--- config.mk ---
export PLATFORM = sky130hd
export DESIGN_NAME = bcd2bin
export DESIGN_NICKNAME = d
export VERILOG_FILES = /design/src/rtl/bcd2bin.sv
export SDC_FILE = /design/constraint.sdc
export NUM_CORES = 1
export LEC_CHECK = 0
export ABC_AREA = 0
export BUFFER_PORTS_ARGS = -buffer_cell sky130_fd_sc_hd__buf_2
export CAP_MARGIN = 20
export CELL_PAD_IN_SITES_DETAIL_PLACEMENT = 1
export CELL_PAD_IN_SITES_GLOBAL_PLACEMENT = 2
export CORE_AREA = 2 2 78 80
export DETAILED_ROUTE_END_ITERATION = 10
export DIE_AREA = 0 0 80 82
export PLACE_DENSITY_LB_ADDON = 0.2
export SYNTH_ARGS = -nofsm -noshare
export SYNTH_HDL_FRONTEND = slang
export SYNTH_SLANG_ARGS = --single-unit
--- constraint.sdc ---
create_clock -name iCLK -period 1.8 [get_ports iCLK]
set_input_delay 0.27 -clock iCLK [delete_from_list [all_inputs] [get_ports iCLK]]
set_output_delay 0.27 -clock iCLK [all_outputs]
set_load 0.05 [all_outputs]
--- src/rtl/bcd2bin.sv ---
// bcd2bin: sequential 4-digit BCD to 14-bit binary converter.
// Uses reverse double-dabble: 14 right shifts of a {bcd, bin} register,
// with a subtract-3 correction on every BCD digit that reaches 8 or more
// after the shift. Start/ready/done handshake for firmware polling.
module bcd2bin (
  input  logic        iCLK,
  input  logic        iRESET,
  input  logic        iSTART,
  input  logic [3:0]  iBCD3,
  input  logic [3:0]  iBCD2,
  input  logic [3:0]  iBCD1,
  input  logic [3:0]  iBCD0,
  output logic        oREADY,
  output logic        oDONE,
  output logic        oERR,
  output logic [13:0] oBIN
);

  typedef enum logic [1:0] {
    IDLE = 2'd0,
    OP   = 2'd1,
    DONE = 2'd2
  } state_t;

  // Iteration index of the last shift; 14 shifts in total (n = 0..13).
  localparam logic [3:0] LAST_ITER = 4'd13;

  state_t      r_state;
  logic [15:0] r_bcd;
  logic [13:0] r_bin;
  logic [3:0]  r_n;
  logic        r_err;

  logic        w_digits_ok;
  logic [29:0] w_shift;
  logic [15:0] w_bcd_nxt;
  logic [13:0] w_bin_nxt;

  // A BCD digit is legal only in the range 0..9.
  function automatic logic digit_ok(input logic [3:0] d);
    return (d <= 4'd9);
  endfunction

  // Reverse double-dabble correction: after a right shift, a digit that
  // holds 8 or more carried a borrow of "10/2 = 5" instead of "16/2 = 8",
  // so 3 is removed. Plain 4-bit arithmetic, no inter-digit carry.
  function automatic logic [3:0] dabble_fix(input logic [3:0] d);
    return (d >= 4'd8) ? (d - 4'd3) : d;
  endfunction

  // Digit range check on the live inputs, used only at the accepting edge.
  always_comb begin
    w_digits_ok = digit_ok(iBCD3) && digit_ok(iBCD2) &&
                  digit_ok(iBCD1) && digit_ok(iBCD0);
  end

  // One conversion step: shift {bcd, bin} right by one (zero enters the
  // bcd MSB, bcd LSB enters the bin MSB), then correct each digit.
  always_comb begin
    w_shift   = {1'b0, r_bcd, r_bin[13:1]};
    w_bin_nxt = w_shift[13:0];
    w_bcd_nxt = {dabble_fix(w_shift[29:26]),
                 dabble_fix(w_shift[25:22]),
                 dabble_fix(w_shift[21:18]),
                 dabble_fix(w_shift[17:14])};
  end

  // Control FSM and datapath registers; oBIN/oERR hold from DONE until
  // the next accepted request, and a reset clears everything.
  always_ff @(posedge iCLK) begin
    if (iRESET) begin
      r_state <= IDLE;
      r_bcd   <= 16'd0;
      r_bin   <= 14'd0;
      r_n     <= 4'd0;
      r_err   <= 1'b0;
    end else begin
      case (r_state)
        IDLE: begin
          if (iSTART) begin
            if (w_digits_ok) begin
              r_bcd   <= {iBCD3, iBCD2, iBCD1, iBCD0};
              r_bin   <= 14'd0;
              r_n     <= 4'd0;
              r_err   <= 1'b0;
              r_state <= OP;
            end else begin
              // Illegal digit: report the error without converting.
              r_bin   <= 14'd0;
              r_err   <= 1'b1;
              r_state <= DONE;
            end
          end
        end
        OP: begin
          r_bcd <= w_bcd_nxt;
          r_bin <= w_bin_nxt;
          r_n   <= r_n + 4'd1;
          if (r_n == LAST_ITER) begin
            r_state <= DONE;
          end
        end
        DONE: begin
          r_state <= IDLE;
        end
        default: begin
          r_state <= IDLE;
        end
      endcase
    end
  end

  // Status and result come straight from registers.
  always_comb begin
    oREADY = (r_state == IDLE);
    oDONE  = (r_state == DONE);
    oERR   = r_err;
    oBIN   = r_bin;
  end

endmodule

# Yosys cells after proc, flatten, opt, wreduce, memory -nomap -nowiden
# Index checks and enable logic that the tools add are counted.
# classes
addsub,4
order_cmp,7
n_eq_ne,6
n_mux,16
n_reduce_logical,9
# ops
cell,count
$mux 16,2
$pmux 16 s2,1
$pmux 14 s2,1
$mux 4,5
$le 4x4->1 const B,4
$mux 14,1
$ge 4x4->1 const B,3
$sub 4x2->4 const B,3
$pmux 4 s2,1
$mux 2,3
$reduce_and 2->1,3
$add 4x1->4 const B,1
$eq 4x4->1 const B,1
$ne 2x2->1 const B,2
$pmux 2 s2,1
$logic_and 1x1->1,3
$reduce_and 3->1,1
$eq 2x1->1 const B,1
$eq 2x2->1 const B,1
$logic_not 2->1,1
$ne 2x1->1 const B,1
$reduce_bool 2->1,1
$mux 1,1
# word_totals
ff_bits,37
input_bits,19
output_inout_bits,17
elab_cells,47

# Depth between registers and ports, before layout
# logic_depth
ltp_word,7
depth_mapped,6
ltp_nobuf,6

# Worst setup path before layout
# No wires, ideal clock.
# synth_path
path_kind,flip-flop to flip-flop
start,register r_state[0]
end,register r_bcd[11]
setup_ps,86
arrival_ps,1985
setup_slack_ps,-271
stages_incl_launch_ff,7
path_buffers,2
period_less_slack_ps,2071
path_cell_list,dfxtp_1 -> nor2_1 -> o41a_1 -> buf_6 -> nor2_1 -> buf_2 -> a211oi_1
# synth_via
elab_chain_len,3
elab_cells_between_ends,7
cone_classes,eq/ne: 3; mux: 1; reduce/logical: 3
# synth_rtl
element,line_no,text
"start, declared",28,state_t r_state;
"start signal, assigned",72,r_state <= IDLE;
"start signal, assigned",86,r_state <= OP;
"start signal, assigned",91,r_state <= DONE;
$logic_not 2->1 *,--,
named net oREADY,13,"output logic oREADY,"
"$ne 2x1->1 (no source line), or another cell as far along",--,
$reduce_and 3->1 (no source line),--,
"end signal, assigned",82,"r_bcd <= {iBCD3, iBCD2, iBCD1, iBCD0};"
"end signal, assigned",96,r_bcd <= w_bcd_nxt;
"end, declared",29,logic [15:0] r_bcd;
# The timed path passes the listed nets; every way through them passes the cells marked *.
# A chain may end at the register's enable or synchronous reset.

# Worst setup path in the final report
# layout_path
start,register r_bcd[5]
end,register r_bcd[5]
# layout_via
elab_chain_len,3
elab_cells_between_ends,4
cone_classes,add/sub: 1; order compare: 1; mux: 2
# layout_rtl
element,line_no,text
$sub 4x2->4 or $ge 4x4->1 (tied branches),48,return (d >= 4'd8) ? (d - 4'd3) : d;
$mux 4 *,48,
$pmux 16 s2 *,78,case (r_state)
# Every way passes the cells marked *; elsewhere a longest branch is shown, timed or not.

==> results.ini <==
[status]
run_status=complete, no violations

[synthesis]
synthXorXnorAreaFrac_pct=2.851
synth_fa_ha_area_share_pct=5.431
yosys.area.top_type=dfxtp_1
synthTopCellsByArea=dfxtp_1 (40%), a22oi_1 (5.7%), ha_1 (5.4%), mux2i_1 (4.9%), a21oi_1 (4.6%)
yosys.area_share.simple_pct=11.95
synth_compound_area_share_pct=25.66
yosysWarnings=0
synth-async-reset-ratio_pct=0
syn_inst=200
syn_nets=227
ys.flop_type=dfxtp_1
ys_seq_area_share_pct=40.19
avgSynthCellArea_sq_um=9.215
synthMuxAreaShare_pct=8.554
synthTopCellsByCount=dfxtp_1 (37), nor2_1 (21), a21oi_1 (17)
synth-seq-cells=37
post-synth-top-count-cell=dfxtp_1
netlist.area_leader.share_pct=40.19
yosys.cell_types.count=36
syn_area_sq_mm=0.001843
synth_top_family_by_area=compound AO/OA/AOI/OAI gates
synth_edf_count=0

[setup_path]
cp.arrival_ns=1.74
cp_data_required_time_ns=1.97
crit_start=r_bcd[5]
worstReg2RegStart=r_bcd[5]
cp_max_fo=4
worstRegToRegCells=6
r2r_end=r_bcd[5]
endpoint_kind=flip-flop
r2r_slack_ns=0.23
critical_path.endpoint=r_bcd[5]
path_class=flip-flop to flip-flop
start_kind=flip-flop

[finish]
design_area_sq_mm=0.002253
multi_input_area_sq_mm=0.001017
seq_area_sq_um=740.7
area_delta_synth_final_pct=22.27
drive_gt1_share_pct=28.51
finalNetCount=268
antenna_cells=0
nFillCells=707

[global_routing]
grt_pass1_vias=1605
overflow=0
grt_start_max_net_pins=31
gr-usage-all-layers_pct=15.90
grt_pass1_wl_microns=7997
antenna_found_initial=0

[die]
start_util_pct=32.08
core-area_sq_mm=0.005746
io_pins=36
die_x_microns=80
rows=28
die-area_sq_mm=0.006560
die_h_microns=82

[timing]
finalClockSkew_ns=0.002369
drv_slew=0
tightest_slew_ns=0.4185
finalCritPeriodShare_pct=87.35
hold_ws_ns=0.2509
finalWorstSetupSlack_ns=0.2276
setup_viol=0
hold_violations=0
finalSetupTns_ns=0
period_needed_ns=1.572
slew-limit-headroom_pct=72.08
fmax_mhz=636.0
grt_setup_unrepaired=false

[cts]
cts_tree=yes
cts_hold_buf=0
insertion_delay_ns=0.28
root_buffer=clkbuf_8
cts.clk_slew.worst_paths_ns=0.07
clock_path_buffers=2
clock-sinks=37
cts.htree.levels=2
cts-resized-gates=0
post-cts-setup-buffer-count=0
numCtsBuffers=5

[drt]
routed_wl_microns=4811
firstDrtPassIters=4
route.detailed.drc=0
ant_nets=0
first_iter_violations=37
num_vias=1613
via_per_inst=5.088
detail_route.wl_per_cell_microns=15.18

[worst_hold_path]
hold_path.startpoint=iBCD3[3]
hp-class=input port to flip-flop

[place]
place_area_sq_mm=0.002171
hpwl_microns=3525
port_buffers=35
gp_congestion=0.7242
place_ws_ns=0.001883

[power_and_ir_drop]
power_density_mw_per_mm2=794.6
finalPower_w=0.001791
irDropWorstVdd_mv=0.3816
p_leak_nw=0.8987

[flow_run]
cap_violations=0

## critical path, stage by stage (launching register included)
cell     delay [ns]
dfxtp_1        0.40
inv_1          0.08
ha_1           0.29
mux2_2         0.26
mux2_2         0.26
nand4_1        0.09
o31ai_1        0.06
## how the worst min path moves through the flow
stage	slack [ns]	cells past startpoint	endpoint
6_report	0.25	3	r_bcd[15]
5_1_grt	0.25	3	r_bcd[15]
4_1_cts	0.25	3	r_bcd[15]
3_5_place_dp	0.46	2	oERR
3_3_place_gp	0.46	2	oERR
2_1_floorplan	0.41	2	oERR
## registers in the layout, summed over array words and instances, names as in the netlist
signal	cells
oERR	1
r_state	2
r_bcd	16
r_n	4
oBIN	14
## metal layers
layer,track usage [%],wire length (microns),vias up
li1,-,-,812
met1,22.60,2461,769
met2,24.83,2107,27
met3,3.297,209,5
met4,3.559,32,0
met5,0,0,-
## area by class of cell
cell class                      instances  share of cell area, %
Tap cell                               75                  4.164
Inverter                                9                  1.499
Timing Repair Buffer                   48                  12.66
Multi-Input combinational cell        140                  45.14
Clock inverter                          2                 0.4442
Clock buffer                            6                  3.220
Sequential cell                        37                  32.87
## metrics by stage
step | instances | utilization [%]
4_1_cts | 317 | 39.22
6_report | 317 | 39.22
5_1_grt | 317 | 39.22
2_1_floorplan | 200 | -
3_5_place_dp | 309 | 37.78
3_3_place_gp | 309 | 37.78
## cells by family after synthesis
kind of cell,count (synthesis)
xor gates and xnor gates,6
AOI/OAI and AO/OA,64
and+or+nand+nor,47
muxes,15
buffers and inverters,23
adders and majority gates,8
DFF,37
## where the power goes
group | internal, W | switching [W] | total, W | leakage, nW
clock | 0.000268 | 0.000284 | 0.000553 | 0.0450
sequential | 0.000853 | 0.0000332 | 0.000886 | 0.300
combinational | 0.000142 | 0.000209 | 0.000352 | 0.554
total | 0.00126 | 0.000527 | 0.00179 | 0.899
## layout by cell type, fill, tap and decap left out, types with 2 or more instances in the layout
cell and instances:
dfxtp_1 37, buf_2 35, nor2_1 20, a21oi_1 17, a22oi_1 14, buf_4 12, inv_1 9, mux2i_1 9
nand2_1 8, ha_1 8, o21a_1 7, a211oi_1 6, mux2_2 6, clkbuf_8 5, nor2b_1 4, o31ai_1 4
o21ai_0 3, xnor2_1 3, a2111oi_2 3, nand4_1 3, xor2_1 3, nor4_1 3, a31o_1 3, or4_1 2
nand3_1 2, clkinv_2 2
Power figures use the tool's default switching activity.
